[config.mk]
export PLATFORM = sky130hd
export DESIGN_NAME = bp_be_issue_scheduler_flat
export DESIGN_NICKNAME = d
export VERILOG_FILES = /design/src/rtl/bp_be_pkg.sv /design/src/rtl/bp_be_issue_scheduler_if.sv /design/src/rtl/bp_be_issue_scoreboard.sv /design/src/rtl/bp_be_issue_scheduler.sv /design/src/flat_wrapper.sv
export SDC_FILE = /design/constraint.sdc
export NUM_CORES = 1
export LEC_CHECK = 0
export BUFFER_PORTS_ARGS = -buffer_cell sky130_fd_sc_hd__buf_2
export CAP_MARGIN = 10
export CORE_UTILIZATION = 30
export CTS_BUF_LIST = sky130_fd_sc_hd__clkbuf_4
export CTS_CLUSTER_DIAMETER = 50
export DETAILED_ROUTE_END_ITERATION = 10
export PLACE_DENSITY = 0.47
export RECOVER_POWER = 100
export SYNTH_ARGS = -nofsm -noshare
export SYNTH_HDL_FRONTEND = slang
export SYNTH_SLANG_ARGS = --single-unit
[constraint.sdc]
create_clock -name clk_i -period 6.7 [get_ports clk_i]
set_input_delay 0.335 -clock clk_i [delete_from_list [all_inputs] [get_ports clk_i]]
set_output_delay 0.335 -clock clk_i [all_outputs]
set_load 0.05 [all_outputs]
[src/rtl/bp_be_pkg.sv]
// Shared BE definitions: issue-queue sizing, queue entry layout, RV64 opcodes and predecode sets.
// Pure declarations; no timing or flow control here.
package bp_be_pkg;

  localparam int vaddr_width_gp     = 64;
  localparam int issue_queue_els_gp = 2;

  localparam logic [6:0] rv64_load_op      = 7'b0000011;
  localparam logic [6:0] rv64_store_op     = 7'b0100011;
  localparam logic [6:0] rv64_op_op        = 7'b0110011;
  localparam logic [6:0] rv64_op_32_op     = 7'b0111011;
  localparam logic [6:0] rv64_op_imm_op    = 7'b0010011;
  localparam logic [6:0] rv64_op_imm_32_op = 7'b0011011;
  localparam logic [6:0] rv64_jalr_op      = 7'b1100111;
  localparam logic [6:0] rv64_jal_op       = 7'b1101111;
  localparam logic [6:0] rv64_branch_op    = 7'b1100011;
  localparam logic [6:0] rv64_lui_op       = 7'b0110111;
  localparam logic [6:0] rv64_auipc_op     = 7'b0010111;
  localparam logic [6:0] rv64_system_op    = 7'b1110011;

  typedef struct packed {
    logic [31:0]               instr;
    logic [vaddr_width_gp-1:0] pc;
  } bp_be_issue_entry_s;

  function automatic logic pd_rs1_used(input logic [6:0] op);
    return op inside {rv64_op_op, rv64_op_32_op, rv64_op_imm_op, rv64_op_imm_32_op,
                      rv64_jalr_op, rv64_branch_op, rv64_load_op, rv64_store_op};
  endfunction

  function automatic logic pd_rs2_used(input logic [6:0] op);
    return op inside {rv64_op_op, rv64_op_32_op, rv64_branch_op, rv64_store_op};
  endfunction

  function automatic logic pd_rd_written(input logic [6:0] op);
    return op inside {rv64_op_op, rv64_op_32_op, rv64_op_imm_op, rv64_op_imm_32_op,
                      rv64_lui_op, rv64_auipc_op, rv64_jal_op, rv64_jalr_op,
                      rv64_load_op, rv64_system_op};
  endfunction

endpackage

[src/rtl/bp_be_issue_scheduler_if.sv]
// FE-to-decoder issue bus; slave is the scheduler, master is the FE/pipe side.
// Outputs of the scheduler are combinational from its state plus stall/flush.
interface bp_be_issue_scheduler_if
  import bp_be_pkg::*;
#(
  parameter int vaddr_width_p = vaddr_width_gp
);
  logic                     fe_instr_v_i;
  logic [31:0]              fe_instr_i;
  logic [vaddr_width_p-1:0] fe_pc_i;
  logic                     fe_ready_o;
  logic                     mem_stall_i;
  logic                     flush_i;
  logic                     issue_v_o;
  logic [31:0]              issue_instr_o;
  logic [vaddr_width_p-1:0] issue_pc_o;
  logic                     fe_nop_v_o;
  logic                     be_nop_v_o;
  logic                     me_nop_v_o;

  modport master (
    output fe_instr_v_i, fe_instr_i, fe_pc_i, mem_stall_i, flush_i,
    input  fe_ready_o, issue_v_o, issue_instr_o, issue_pc_o,
           fe_nop_v_o, be_nop_v_o, me_nop_v_o
  );

  modport slave (
    input  fe_instr_v_i, fe_instr_i, fe_pc_i, mem_stall_i, flush_i,
    output fe_ready_o, issue_v_o, issue_instr_o, issue_pc_o,
           fe_nop_v_o, be_nop_v_o, me_nop_v_o
  );
endinterface

[src/rtl/bp_be_issue_scoreboard.sv]
// Per-register pending-load countdown (x1..x31); pending flags are combinational, updates take 1 cycle.
// freeze holds all counters; clear wins over set, set wins over decrement.
module bp_be_issue_scoreboard (
  input  logic       clk,
  input  logic       reset,
  input  logic       set_v,
  input  logic [4:0] set_addr,
  input  logic [2:0] set_val,
  input  logic       freeze,
  input  logic       clear,
  input  logic [4:0] rs1_addr,
  input  logic [4:0] rs2_addr,
  input  logic [4:0] rd_addr,
  output logic       rs1_pending,
  output logic       rs2_pending,
  output logic       rd_pending
);

  logic [2:0] cnt [32];

  // Entry 0 is tied to zero so x0 never reports pending.
  always_ff @(posedge clk) begin
    for (int i = 0; i < 32; i++) begin
      if (reset || clear || (i == 0)) begin
        cnt[i] <= '0;
      end else if (set_v && (set_addr == 5'(i))) begin
        cnt[i] <= set_val;
      end else if (!freeze && (cnt[i] != '0)) begin
        cnt[i] <= cnt[i] - 3'd1;
      end
    end
  end

  assign rs1_pending = (cnt[rs1_addr] != '0);
  assign rs2_pending = (cnt[rs2_addr] != '0);
  assign rd_pending  = (cnt[rd_addr]  != '0);

endmodule

[src/rtl/bp_be_issue_scheduler.sv]
// 2-entry issue queue + load scoreboard feeding the BE decoder; min 1 cycle enqueue-to-issue, no bypass.
// Priority flush > mem stall > hazard > empty > issue; optional perf counters under BP_BE_ISSUE_PERF_EN.
module bp_be_issue_scheduler
  import bp_be_pkg::*;
#(
  parameter int vaddr_width_p  = vaddr_width_gp,
  parameter int load_latency_p = 3
) (
  input  logic                       clk_i,
  input  logic                       reset_i,
  bp_be_issue_scheduler_if.slave     io
`ifdef BP_BE_ISSUE_PERF_EN
  ,
  output logic [31:0]                perf_issue_cnt_o,
  output logic [31:0]                perf_be_bubble_cnt_o,
  output logic [31:0]                perf_me_bubble_cnt_o
`endif
);

  localparam logic [2:0] load_set_val = 3'(load_latency_p - 1);

  bp_be_issue_entry_s q [issue_queue_els_gp];
  bp_be_issue_entry_s new_entry;
  logic [1:0]         count;
  logic               head_v;
  logic               fe_ready, enq, deq, wr_idx;
  logic               issue, fe_nop, be_nop, me_nop;
  logic [6:0]         head_op;
  logic [4:0]         head_rs1, head_rs2, head_rd;
  logic               rs1_pending, rs2_pending, rd_pending, hazard;
  logic               set_v;
  logic [vaddr_width_p-1:0] head_pc;

  assign head_v    = (count != '0);
  assign head_op   = q[0].instr[6:0];
  assign head_rd   = q[0].instr[11:7];
  assign head_rs1  = q[0].instr[19:15];
  assign head_rs2  = q[0].instr[24:20];
  assign head_pc   = q[0].pc;
  assign new_entry = '{instr: io.fe_instr_i, pc: io.fe_pc_i};

  assign hazard = head_v & ((pd_rs1_used(head_op)   & rs1_pending)
                          | (pd_rs2_used(head_op)   & rs2_pending)
                          | (pd_rd_written(head_op) & rd_pending));

  always_comb begin
    fe_ready = (count < 2'(issue_queue_els_gp)) & ~reset_i;
    issue    = 1'b0;
    fe_nop   = 1'b0;
    be_nop   = 1'b0;
    me_nop   = 1'b0;
    if (!reset_i) begin
      if (io.flush_i)          be_nop = 1'b1;
      else if (io.mem_stall_i) me_nop = 1'b1;
      else if (hazard)         be_nop = 1'b1;
      else if (!head_v)        fe_nop = 1'b1;
      else                     issue  = 1'b1;
    end
  end

  assign enq    = io.fe_instr_v_i & fe_ready & ~io.flush_i;
  assign deq    = issue;
  // Enqueue only happens with count<2, so the slot is 0 or 1.
  assign wr_idx = count[0] & ~deq;

  always_ff @(posedge clk_i) begin
    if (reset_i || io.flush_i) count <= '0;
    else                       count <= count + {1'b0, enq} - {1'b0, deq};
  end

  always_ff @(posedge clk_i) begin
    if (deq) q[0] <= q[1];
    if (enq) q[wr_idx] <= new_entry;
  end

  assign set_v = issue & (head_op == rv64_load_op) & (head_rd != '0);

  bp_be_issue_scoreboard sb (
    .clk         (clk_i),
    .reset       (reset_i),
    .set_v       (set_v),
    .set_addr    (head_rd),
    .set_val     (load_set_val),
    .freeze      (io.mem_stall_i),
    .clear       (io.flush_i),
    .rs1_addr    (head_rs1),
    .rs2_addr    (head_rs2),
    .rd_addr     (head_rd),
    .rs1_pending (rs1_pending),
    .rs2_pending (rs2_pending),
    .rd_pending  (rd_pending)
  );

  assign io.fe_ready_o    = fe_ready;
  assign io.issue_v_o     = issue;
  assign io.fe_nop_v_o    = fe_nop;
  assign io.be_nop_v_o    = be_nop;
  assign io.me_nop_v_o    = me_nop;
  assign io.issue_instr_o = head_v ? q[0].instr : '0;
  assign io.issue_pc_o    = head_v ? head_pc : '0;

`ifdef BP_BE_ISSUE_PERF_EN
  logic [31:0] perf_issue, perf_be, perf_me;

  always_ff @(posedge clk_i) begin
    if (reset_i) begin
      perf_issue <= '0;
      perf_be    <= '0;
      perf_me    <= '0;
    end else begin
      if (issue  && (perf_issue != '1)) perf_issue <= perf_issue + 32'd1;
      if (be_nop && (perf_be    != '1)) perf_be    <= perf_be    + 32'd1;
      if (me_nop && (perf_me    != '1)) perf_me    <= perf_me    + 32'd1;
    end
  end

  assign perf_issue_cnt_o     = perf_issue;
  assign perf_be_bubble_cnt_o = perf_be;
  assign perf_me_bubble_cnt_o = perf_me;
`endif

endmodule

[src/flat_wrapper.sv]
// flat-port wrapper written by rule: the top's interface ports become plain ports
module bp_be_issue_scheduler_flat import bp_be_pkg::*;
#(
  parameter int vaddr_width_p  = vaddr_width_gp,
  parameter int load_latency_p = 3
)
  (clk_i, reset_i, io_fe_instr_v_i, io_fe_instr_i, io_fe_pc_i, io_mem_stall_i, io_flush_i, io_fe_ready_o, io_issue_v_o, io_issue_instr_o, io_issue_pc_o, io_fe_nop_v_o, io_be_nop_v_o, io_me_nop_v_o);
  bp_be_issue_scheduler_if #(.vaddr_width_p(vaddr_width_p)) io_i ();
  input  logic clk_i;
  input  logic reset_i;
  input wire logic [$bits(io_i.fe_instr_v_i)-1:0] io_fe_instr_v_i;
  input wire logic [$bits(io_i.fe_instr_i)-1:0] io_fe_instr_i;
  input wire logic [$bits(io_i.fe_pc_i)-1:0] io_fe_pc_i;
  input wire logic [$bits(io_i.mem_stall_i)-1:0] io_mem_stall_i;
  input wire logic [$bits(io_i.flush_i)-1:0] io_flush_i;
  output wire logic [$bits(io_i.fe_ready_o)-1:0] io_fe_ready_o;
  output wire logic [$bits(io_i.issue_v_o)-1:0] io_issue_v_o;
  output wire logic [$bits(io_i.issue_instr_o)-1:0] io_issue_instr_o;
  output wire logic [$bits(io_i.issue_pc_o)-1:0] io_issue_pc_o;
  output wire logic [$bits(io_i.fe_nop_v_o)-1:0] io_fe_nop_v_o;
  output wire logic [$bits(io_i.be_nop_v_o)-1:0] io_be_nop_v_o;
  output wire logic [$bits(io_i.me_nop_v_o)-1:0] io_me_nop_v_o;
  assign io_i.fe_instr_v_i = io_fe_instr_v_i;
  assign io_i.fe_instr_i = io_fe_instr_i;
  assign io_i.fe_pc_i = io_fe_pc_i;
  assign io_i.mem_stall_i = io_mem_stall_i;
  assign io_i.flush_i = io_flush_i;
  assign io_fe_ready_o = io_i.fe_ready_o;
  assign io_issue_v_o = io_i.issue_v_o;
  assign io_issue_instr_o = io_i.issue_instr_o;
  assign io_issue_pc_o = io_i.issue_pc_o;
  assign io_fe_nop_v_o = io_i.fe_nop_v_o;
  assign io_be_nop_v_o = io_i.be_nop_v_o;
  assign io_me_nop_v_o = io_i.me_nop_v_o;
  bp_be_issue_scheduler #(.vaddr_width_p(vaddr_width_p), .load_latency_p(load_latency_p)) u_core (.clk_i(clk_i), .reset_i(reset_i), .io(io_i));
endmodule
* Word-level counts from Yosys, hierarchy flattened
Memories as Yosys holds them, arrays and structs flattened.
Index checks and enable logic that the tools add are counted.
** Operators by class
- Add/sub/neg operators :: 33
- Multiply operators :: 0
- Div/mod/pow operators :: 0
- Order comparisons :: 1
- Equal/unequal tests :: 43
- Shift operators :: 0
- Mux-type cells :: 304
- Bitwise logic cells :: 77
- Reduce and logical (&&, ||, !) cells :: 103
** Operators by type and width (count)
- $mux W1 :: 240
- $mux W3 :: 62
- $reduce_bool A3 Y1 :: 34
- $sub A3 B1 Y3 const B :: 31
- $eq A5 B5 Y1 const B :: 16
- $mux W64 :: 1
- $or A1 B1 Y1 :: 64
- $logic_and A1 B1 Y1 :: 62
- $eq A5 B4 Y1 const B :: 8
- $mux W32 :: 1
- $eq A7 B6 Y1 const B :: 4
- $eq A7 B7 Y1 const B :: 4
- $eq A7 B5 Y1 const B :: 3
- $eq A5 B3 Y1 const B :: 4
- $and A1 B1 Y1 :: 10
- $eq A5 B2 Y1 const B :: 2
- $reduce_bool A10 Y1 :: 1
- $reduce_bool A8 Y1 :: 1
- $eq A7 B2 Y1 const B :: 1
- $eq A5 B1 Y1 const B :: 1
- $reduce_bool A5 Y1 :: 1
- $reduce_bool A4 Y1 :: 1
- $not A1 Y1 :: 3
- $add A2 B1 Y2 :: 1
- other kinds (5) :: 5
** Word-level totals
- Flip-flop bits (word level) :: 2
- Latch bits :: 0
- Memory bits (writable) :: 288
- Bits in read-only memories :: 0
- Bits of input ports :: 101
- Output and inout bits :: 101
- Logic and storage cells :: 564
- Memories kept :: 2
** Memory list
- u_core.q :: words 2, width 96, rd ports 2, clocked after Yosys merged registers in 0, wr ports 2, RTL line bp_be_issue_scheduler.sv:22 : bp_be_issue_entry_s q [issue_queue_els_gp];
- u_core.sb.cnt :: words 32, width 3, rd ports 34, clocked after Yosys merged registers in 0, wr ports 32, RTL line bp_be_issue_scoreboard.sv:19 : logic [2:0] cnt [32];

* Depth between registers and ports, before layout
Gate-level depths: netlist of the first run.
An unclocked memory read counts as a cell.
- Depth after elaboration :: 19
- Gate-level depth with buffers :: 16
- Depth with buffers taken out :: 13

* By module
A second synthesis of the first run with hierarchy kept.
** Unflattened totals
- Cell total of the unflattened synthesis :: 1672
- Area total of the unflattened synthesis :: 17121.4 sq um
** Modules (own cells, without submodules)
- bp_be_issue_scheduler :: times used 1, cells each 821, area each 9714.3 sq um, seq. area each 5805.6 sq um
- bp_be_issue_scoreboard :: times used 1, cells each 851, area each 7407.1 sq um, seq. area each 2792.7 sq um

* Least setup slack after synthesis of the first run
OpenSTA, ideal clock, no wires.
- Path type :: reg2reg
- Start :: memory u_core.q[0][80] in the netlist's numbering
- End :: memory u_core.q[0][0] in the netlist's numbering, enable pin
- Library setup time :: 453 ps
- Arrival time :: 4894 ps
- Required time :: 6247 ps
- Path slack :: 1353 ps
- Stages on the path, launching flop included :: 16
- Path buffers :: 5
- Period minus slack after synthesis :: 5347 ps
- Path through :: edfxtp_1 buf_4 nor4_1 a21oi_1 a211oi_1 o32ai_1 a22o_1 buf_2 nor3_2 nand2_1 ha_1 nor2b_1 clkbuf_1 buf_2 buf_2 a21o_1
** RTL lines (RTL line)
- from (decl) :: bp_be_issue_scheduler.sv:22

==> impl_metrics.toml, run 1 <==
[global_routing]
grt_first_pass_wirelength_um = 61500
grt_pass1_vias = 10789
track_usage = 0.161
antenna_found_initial = 2
grt_max_degree = 81
grt_overflow = 0

[timing]
clock.fmax_mhz = 182
drv_slew = 135
period_share = 0.821
clock_skew_ns = 0.101
rsz0062_at_grt = "false"
tightest_slew_ns = 2.78
hold_viol = 0
setup_viol = 0
finalSetupTns_ns = 0
period_needed_ns = 5.50
relSlewSlack = -0.861

[worst_setup_path]
cp_data_arrival_time_ns = 6.00
rr_startpoint = "u_core.q[0][80]"
criticalPathCategory = "register to register"
reg2reg_slack_ns = 1.20
worstPathMaxFanout = 33
reg2reg_depth = 11
r2r-end = "u_core.q[0][94]"
cp_data_required_time_ns = 7.20
cp-startpoint = "u_core.q[0][80]"
endpoint_kind = "register"
start_kind = "register"

[floorplanning]
dieArea_um2 = 49700
start_util = 0.306
pin_count = 202
coreArea_um2 = 47900
num_rows = 80
die_w_um = 223
die_h_um = 223

[synth]
ys_types = 50
yosys.area.top_type = "edfxtp_1"
yosys_register_bits = 287
synthesis.area_um2 = 14700
post-synth-top-count-cell = "edfxtp_1"
synth_top_area_frac = 0.584
synth_cells = 1155
yosys_warnings = 0
ys_top_cells_by_count = "edfxtp_1 (285), inv_1 (99), nor2b_1 (98), mux2_2 (96), nor4_1 (82)"
async_flop_share = 0
synth_ff_type = "edfxtp_1"
synth.net_count = 1321
avgSynthCellArea_um2 = 12.7
ys_seq_area_frac = 0.587
synth_edf_count = 285
synth_area_leaders = "edfxtp_1 (58%), mux2_2 (7.4%), ha_1 (5.6%)"

[hold_path]
min_path_type = "input port to register"
worstHoldStart = "io_fe_instr_v_i"
hold_path_depth = 5
min_delay_worst_endpoint = "u_core.count[0]"

[cts]
cts_tree = "yes"
clkSinkCount = 287
cts_buffers = 85
clk_pin_slew_ns = 0.07
clockRootBuffer = "clkbuf_4"
cts.path.max_buffers = 3
cts.repair.resized = 0
h-tree-depth = 3
clock_latency_ns = 0.83

[route]
wl_per_cell_um = 18.3
drt_wl_total_um = 39500
viasPerCell = 4.84
dr.pass1.iters = 5
ant_nets = 0
detailroute.via_count = 10431
initialDrtViolationCount = 535
drc = 0

[power]
power.internal_mw = 3.11
seqPwrFrac = 0.499
power_density_nw_per_um2 = 235
pwr-share-clk = 0.390
sw_frac_of_total = 0.261
ir_drop_mv = 0.140
p_leak_nw = 6.21
power_switching_mw = 1.10
pwr-share-comb = 0.112

[flow_run]
maxCapViolCount = 3

[place]
place_congestion = 0.845
hpwlAfterDp_um = 26100
portBuffers = 201

[cells_and_area]
syn2layout_area_growth_pct = 22.2
seqCellArea_um2 = 8600
drive_gt1_frac = 0.188
multiInputGateArea_um2 = 5250
fin_util = 0.373
n_fill_cell = 4737
nNetsFinal = 1652

[outcome]
violations = "capacitance limit, slew limit"
status = "complete, but fails checks"
==> stage by stage <==
| stage | instances | setup WS [ns] | cell area, um^2 | hold slack, ns | total power, mW |
|---|---|---|---|---|---|
| 2_1_floorplan | 1155 | 1.35 | 14700 | 0.412 | 2.42 |
| 3_3_place_gp | 1916 | 1.60 | 16300 | 0.526 | 2.56 |
| 3_5_place_dp | 1916 | 1.61 | 16300 | 0.527 | 2.57 |
| 4_1_cts | 2156 | 1.54 | 18300 | 0.105 | 4.30 |
| 5_1_grt | 2157 | 0.959 | 17900 | 0.198 | 4.43 |
| 6_report | 2157 | 1.20 | 17900 | 0.256 | 4.21 |
==> worst max-delay path by stage <==
stage,end,slack [ns],cells past startpoint
final,u_core.q[0][94],1.20,11
after global routing,u_core.q[0][90],0.96,11
after CTS,u_core.q[0][61],1.54,11
after detailed placement,u_core.q[0][5],1.61,11
after global placement,u_core.q[0][43],1.60,11
after floorplan,u_core.q[0][0],1.35,15
==> placed cells by master, fill, tap and decap left out, types with 4 or more instances in the layout <==
cell type,n
edfxtp_1,285
clkbuf_1,166
clkbuf_4,122
nor3_1,102
inv_1,99
dlygate4sd3_1,98
nor2b_1,97
mux2_2,96
nor4_1,82
ha_1,65
buf_2,34
o21ai_0,32
nand3_1,32
or2_0,30
or2_1,26
nor2_1,22
clkinv_1,14
nand2_1,11
mux2i_1,11
a21oi_1,10
or2_2,9
a211oi_1,8
nand2b_1,7
mux4_2,7
a2111oi_0,6
and2_1,6
buf_4,5
a31oi_1,4
o22ai_1,4
clkbuf_2,4
==> worst max-delay path, stage by stage (launching register included) <==
cell and delay, ns:
edfxtp_1 0.78, nor4_1 0.60, a211oi_1 0.09, nor3_1 0.22, a211oi_1 0.10, a22o_1 0.67
nor3_1 0.56, nand2_1 0.11, ha_1 0.25, nor2b_4 0.60, clkbuf_2 0.77, mux2_2 0.42
==> flip-flops by register name, summed over array words and instances, names as in the netlist <==
name           flops
u_core.q         192
u_core.sb.cnt     93
u_core.count       2
==> power by group through the flow <==
stage | Combinational, mW | Clock, mW | Sequential [mW]
after global placement | 0.431 | 0 | 2.13
after floorplan | 0.303 | 0 | 2.11
after detailed placement | 0.436 | 0 | 2.14
after CTS | 0.485 | 1.72 | 2.10
after global routing | 0.527 | 1.79 | 2.11
final | 0.470 | 1.64 | 2.10
==> metal layers <==
metal,part of all wire,global-route usage,routed length [um]
met1,0.45,0.211,17700
met2,0.44,0.242,17400
met3,0.087,0.0566,3430
met4,0.023,0.0659,901
met5,0.00033,0,13
==> what timing repair did <==
action	CTS	global route
hold buffers	98	0
setup buffers	0	0
endpoints found under the hold margin	193	0
==> cells by family (layout without fill, tap and decap cells) <==
kind of cell / after synthesis / in the layout / synth area share
AO/OA/AOI/OAI: 83 / 83 / 0.0363
adder cells (fa/ha/maj): 65 / 65 / 0.0555
AND/OR/NAND/NOR: 439 / 439 / 0.182
multiplexers: 114 / 114 / 0.0921
flip-flops: 287 / 287 / 0.587
buffers and inverters: 165 / 551 / 0.0462
other: 0 / 1 / 0
XOR/XNOR: 2 / 2 / 0.00120
==> area by class of cell <==
class                      instances  area share
antenna                            1    0.000140
clock buffer                     122      0.0512
clock inverter                    20     0.00657
inverter                         100      0.0210
multi-input combinational        703       0.293
sequential                       287       0.480
tap                              615      0.0430
timing repair buffer             309       0.105
(Power assumes the default switching activity.)
==> run 2: changes to the inputs <==
--- a/config.mk
+++ b/config.mk
@@ -5,6 +5,7 @@
 export SDC_FILE = /design/constraint.sdc
 export NUM_CORES = 1
 export LEC_CHECK = 0
+export ABC_AREA = 1
 export BUFFER_PORTS_ARGS = -buffer_cell sky130_fd_sc_hd__buf_2
 export CAP_MARGIN = 10
 export CORE_UTILIZATION = 30
==> constraint.sdc (replaced) <==
create_clock -name clk_i -period 5.2 [get_ports clk_i]
set_input_delay 0.26 -clock clk_i [delete_from_list [all_inputs] [get_ports clk_i]]
set_output_delay 0.26 -clock clk_i [all_outputs]
set_load 0.05 [all_outputs]
==> run 2 against run 1 <==
The run still ends with capacitance limit, slew limit left. Clock skew is 0.030 ns lower. Die area is 4.9% higher. Non-clock buffer count is 7 higher. Final area is 4.1% higher. Hold slack worse by 0.12 ns. Critical path depth is 6 higher. Area after synthesis is 4.9% higher. Critical endpoint is now u_core.q[0][75]. Largest cell class unchanged. Highest routed layer unchanged.
==> impl_metrics.toml, run 2 <==
[synth]
avgSynthCellArea_um2 = 9.83
ys_seq_area_frac = 0.559
ys_types = 31
synth_edf_count = 285
synth_area_leaders = "edfxtp_1 (56%), mux2_2 (7.0%), nand2_1 (6.6%)"
async_flop_share = 0
synthesis.area_um2 = 15400
yosys.area.top_type = "edfxtp_1"
yosys_warnings = 0
synth_top_area_frac = 0.557
yosys_register_bits = 287
synth_ff_type = "edfxtp_1"
ys_top_cells_by_count = "edfxtp_1 (285), nand2_1 (272), nor2_1 (251), inv_1 (245), nand3_1 (123)"
post-synth-top-count-cell = "edfxtp_1"
synth_cells = 1564
synth.net_count = 1730

[cts]
clkSinkCount = 287
h-tree-depth = 3
cts_tree = "yes"
cts_buffers = 79
clk_pin_slew_ns = 0.06
clockRootBuffer = "clkbuf_4"
postCtsSetupBuffers = 0
cts.path.max_buffers = 3
clock_latency_ns = 0.80

[timing]
period_share = 0.901
clock_skew_ns = 0.0704
worst_slack_ns = 0.514
clock.fmax_mhz = 213
setup_viol = 0
drv_slew = 71
period_needed_ns = 4.69
finalSetupTns_ns = 0
hold_viol = 0
rsz0062_at_grt = "false"
tightest_slew_ns = 2.41
relSlewSlack = -0.606

[cells_and_area]
final_cell_mix = "edfxtp_1 (285), nand2_1 (271), nor2_1 (248)"
largest_register_ffs = 192
syn2layout_area_growth_pct = 21.2
drive_gt1_frac = 0.148
final_common_cell = "edfxtp_1"
nNetsFinal = 2067
reg_top3 = "u_core.q x192, u_core.sb.cnt x93, u_core.count x2"
regMostFlops = "u_core.q"
n_fill_cell = 5193

[global_routing]
grt_max_degree = 97
antenna_found_initial = 4
grt_overflow = 0
grt_pass1_vias = 12536
track_usage = 0.168
grt_first_pass_wirelength_um = 68400

[floorplanning]
dieArea_um2 = 52200
start_util = 0.305
num_rows = 82
coreArea_um2 = 50400
pin_count = 202
die_h_um = 228
die_w_um = 228

[worst_setup_path]
criticalPathCategory = "register to register"
cp_data_arrival_time_ns = 5.03
start_kind = "register"
endpoint_kind = "register"
worstPathMaxFanout = 96
reg2reg_slack_ns = 0.51
cp_data_required_time_ns = 5.54

[place]
portBuffers = 201
hpwlAfterDp_um = 29800
place_congestion = 0.854
dp_slack_ns = 0.970

[route]
detailroute.via_count = 12192
initialDrtViolationCount = 693
ant_nets = 0
wl_per_cell_um = 16.7
dr.pass1.iters = 5
drt_wl_total_um = 43900
viasPerCell = 4.65
drc = 0

[flow_run]
maxCapViolCount = 2

[power]
pwr-share-clk = 0.377
power_density_nw_per_um2 = 281
sw_frac_of_total = 0.264
seqPwrFrac = 0.511
p_total_mw = 5.23
power_switching_mw = 1.38
p_leak_nw = 7.71
pwr-share-comb = 0.112
power.internal_mw = 3.85
ir_drop_mv = 0.203

[hold_path]
min_path_type = "input port to register"

[outcome]
violations = "capacitance limit, slew limit"
status = "complete, but fails checks"
run 2: area by class of cell:
| class | count | area [um^2] | area share |
|---|---|---|---|
| diodes | 4 | 10.0 | 0.000537 |
| clock buffers | 116 | 871 | 0.0467 |
| clock inverters | 11 | 57.6 | 0.00309 |
| inverters | 252 | 948 | 0.0509 |
| multi-input cells | 965 | 5390 | 0.289 |
| flip-flops and latches | 287 | 8600 | 0.462 |
| well taps | 672 | 841 | 0.0451 |
| repair buffers | 316 | 1920 | 0.103 |
run 2: critical path, cell delays in order (launching register included):
cell and delay [ns]:
edfxtp_1 0.96, buf_4 0.45, nand2_1 0.10, nand3_1 0.09, nand2_1 0.10, nand2_1 0.08, nand2_1 0.06, nor2_1 0.11
nand3_1 0.11, a21oi_1 0.22, nor2_1 0.14, nor2_8 0.10, nand2_1 0.13, ha_1 0.22, inv_1 0.08, nand2_1 0.12
nand2_4 0.09, buf_4 0.97
run 2: timing repair:
action,in CTS,in global routing
hold endpoints to repair,192,0
hold buffers,96,0
resized for setup,0,0
run 2: cells by family after synthesis:
logic type	count (synthesis)	synth area share
buffers and inverters	312	0.0807
flip-flops	287	0.559
multiplexers	96	0.0703
adder cells (fa/ha/maj)	65	0.0529
AND/OR/NAND/NOR	723	0.209
XOR/XNOR	1	0.000570
AO/OA/AOI/OAI	80	0.0273
run 2: worst paths after layout:
check	start	end	cells after the start
worst max register to register	u_core.q[0][79]	u_core.q[0][75]	17
worst min-delay path	io_fe_instr_v_i	u_core.count[0]	8
worst min register to register	u_core.q[1][1]	u_core.q[0][1]	1
worst max-delay path	u_core.q[0][79]	u_core.q[0][75]	17
run 2: per-stage QoR:
step                      instance area [um^2]  cells  utilization  hold slack, ns
after floorplan                          15400   1564            -           0.359
after global placement                   17100   2396        0.340           0.452
after detailed placement                 17100   2396        0.340           0.452
after CTS                                19000   2619        0.378          0.0657
after global routing                     18600   2623        0.370           0.133
final                                    18600   2623        0.370           0.138
run 2: power groups by stage:
stage / sequential [mW] / clock, mW / combinational (mW)
global route: 2.68 / 2.16 / 0.663
detailed placement: 2.72 / 0 / 0.541
finish: 2.68 / 1.97 / 0.586
CTS: 2.67 / 2.05 / 0.604
floorplan: 2.71 / 0 / 0.364
global placement: 2.72 / 0 / 0.534
run 2: per-layer routing:
layer  vias up  wire [um]  GRT usage
li1       5930          -          -
met1      5768      19100      0.209
met2       409      19800      0.265
met3        83       3830     0.0573
met4         2       1140     0.0730
met5         -         13          0
==> run 3: changes to the inputs <==
--- a/config.mk
+++ b/config.mk
@@ -12,6 +12,7 @@
 export CTS_BUF_LIST = sky130_fd_sc_hd__clkbuf_4
 export CTS_CLUSTER_DIAMETER = 50
 export DETAILED_ROUTE_END_ITERATION = 10
+export GPL_TIMING_DRIVEN = 0
 export PLACE_DENSITY = 0.47
 export RECOVER_POWER = 100
 export SYNTH_ARGS = -nofsm -noshare
==> constraint.sdc (replaced) <==
create_clock -name clk_i -period 4.8 [get_ports clk_i]
set_input_delay 0.24 -clock clk_i [delete_from_list [all_inputs] [get_ports clk_i]]
set_output_delay 0.24 -clock clk_i [all_outputs]
set_load 0.05 [all_outputs]
==> run 3 against run 2 <==
The run now ends clean. Die area unchanged. Setup slack worse by 0.25 ns. Final area is 3.5% higher. Flip-flop and latch count unchanged. Sequential power increased by 7.8%. Critical path depth rose by 1. Core utilization rose by 1.3 points. Via count grew 1.9%. Register-to-register slack lost 0.25 ns. Final cell count is 2.6% higher. Critical path type unchanged. Critical endpoint is now u_core.q[0][41]. Largest power group unchanged.
==> impl_metrics.toml, run 3 (synthesized netlist as in run 2, its figures left out) <==
[cts]
clk_pin_slew_ns = 0.07
clockRootBuffer = "clkbuf_4"
cts.path.max_buffers = 3
cts_tree = "yes"
cts_buffers = 82
postCtsSetupBuffers = 0
h-tree-depth = 3
clkSinkCount = 287
clock_latency_ns = 0.81

[outcome]
status = "finished, final reports clean"

[timing]
period_share = 0.946
hold_viol = 0
clock.fmax_mhz = 220
clock_skew_ns = 0.0557
finalSetupTns_ns = 0
worst_slack_ns = 0.260
drv_slew = 0
relSlewSlack = 0.234
setup_viol = 0
tightest_slew_ns = 1.15
rsz0062_at_grt = "true"
period_needed_ns = 4.54

[route]
wl_per_cell_um = 18.0
dr.pass1.iters = 5
wl_met3_um = 4280
drc = 0
drt_wl_total_um = 48600
viasPerCell = 4.62
routed-wl-met2_um = 22300
maxUsedRoutingLayer = "met5"
initialDrtViolationCount = 903
detailroute.via_count = 12427
wl_met1_um = 20900
ant_nets = 0

[floorplanning]
coreArea_um2 = 50400
die_h_um = 228
num_rows = 82
start_util = 0.305
dieArea_um2 = 52200
pin_count = 202
die_w_um = 228

[hold_path]
worstHoldStart = "io_fe_instr_v_i"
min_path_type = "input port to register"

[worst_setup_path]
reg2reg_slack_ns = 0.26
rr_startpoint = "u_core.q[0][84]"
start_kind = "register"
slowest_stage = "edfxtp_1"
cp-startpoint = "u_core.q[0][84]"
cp_data_required_time_ns = 5.24
crit_chain = "inv_2, nor2_2, nand3_1, nand4_1, nand2_1, nand3_1, nand2_1, nand3_1, nand2_1, nor2_8, buf_6, nand2_2, ha_1, inv_1, nand2_1, buf_2, buf_4, nand2_4"
cp_data_arrival_time_ns = 4.98
worstPathMaxFanout = 24
crit_top_cell = "nand2_1"
criticalPathCategory = "register to register"
endpoint_kind = "register"
cp_slowest_stage_delay_ns = 0.60

[place]
hpwlAfterDp_um = 34700
place_congestion = 0.979
portBuffers = 201
dp_slack_ns = -0.578

[global_routing]
grt_pass1_vias = 12907
grt_overflow = 0
antenna_found_initial = 6
grt_max_degree = 49
grt_first_pass_wirelength_um = 74200
track_usage = 0.186

[cells_and_area]
regMostFlops = "u_core.q"
reg_top3 = "u_core.q x192, u_core.sb.cnt x93, u_core.count x2"
multiInputGateArea_um2 = 5600
n_fill_cell = 5135
fin_util = 0.383
largest_register_ffs = 192
nNetsFinal = 2118
final_common_cell = "edfxtp_1"
syn2layout_area_growth_pct = 25.4
final_cell_mix = "edfxtp_1 (285), nand2_1 (270), nor2_1 (250)"
drive_gt1_frac = 0.217
seqCellArea_um2 = 8600

[power]
ir_drop_mv = 0.221
p_leak_nw = 8.81
power_density_nw_per_um2 = 302

[flow_run]
maxCapViolCount = 0
-- run 3: cell types whose count changed in the layout (fill, tap and decap cells not counted), sizes merged --
| cell | before | now |
|---|---|---|
| buf | 48 | 172 |
| clkbuf | 288 | 213 |
| clkinv | 9 | 25 |
| nand2 | 275 | 278 |
| inv | 251 | 253 |
| clkinvlp | 3 | 2 |
| diode | 4 | 3 |
| dlygate4sd3 | 96 | 97 |
-- run 3: what timing repair did --
action / CTS / global route
hold buffers: 97 / 0
gates cloned: 1 / 2
endpoints found under the setup margin: 96 / 124
hold endpoints to repair: 193 / 0
gates resized for setup: 3 / 3
-- run 3: final cells by class --
class,instances,area share
clock buffers,121,0.0471
repair buffers,301,0.101
clock inverters,28,0.00675
flip-flops and latches,287,0.446
plain buffers,60,0.0153
well taps,672,0.0436
inverters,252,0.0492
multi-input cells,968,0.291
diodes,3,0.000389
-- run 3: worst paths after layout --
path | endpoint | depth (start not counted)
setup / recovery | u_core.q[0][41] | 18
hold / removal | u_core.q[1][49] | 5
setup reg to reg | u_core.q[0][41] | 18
hold reg to reg | u_core.q[0][63] | 1
-- run 3: critical path, delay by kind of cell, from the launching register on --
kind | cells | cell delay (ns)
simple gates | 12 | 2.25
fa+ha+maj | 1 | 0.33
flops | 1 | 0.60
buf+inv | 5 | 0.98
-- run 3: per-stage QoR --
step	instance area, um^2	cells	total power [mW]	hold WS [ns]
2_1_floorplan	15400	1564	3.32	0.339
3_3_place_gp	17200	2437	3.54	0.431
3_5_place_dp	17300	2440	3.55	0.432
4_1_cts	19300	2687	5.92	0.00668
5_1_grt	19300	2692	6.12	0.0462
6_report	19300	2692	5.82	0.0823
-- run 3: metal layers --
layer | vias up | GRT usage
li1 | 6061 | -
met1 | 5895 | 0.235
met2 | 384 | 0.300
met3 | 85 | 0.0593
met4 | 2 | 0.0638
met5 | - | 0
-- run 3: power by group --
part | switching (mW) | internal, mW | leakage [nW] | total, mW
clock | 1.10 | 1.16 | 0.620 | 2.26
sequential | 0.0450 | 2.85 | 2.80 | 2.89
combinational | 0.425 | 0.242 | 5.39 | 0.667
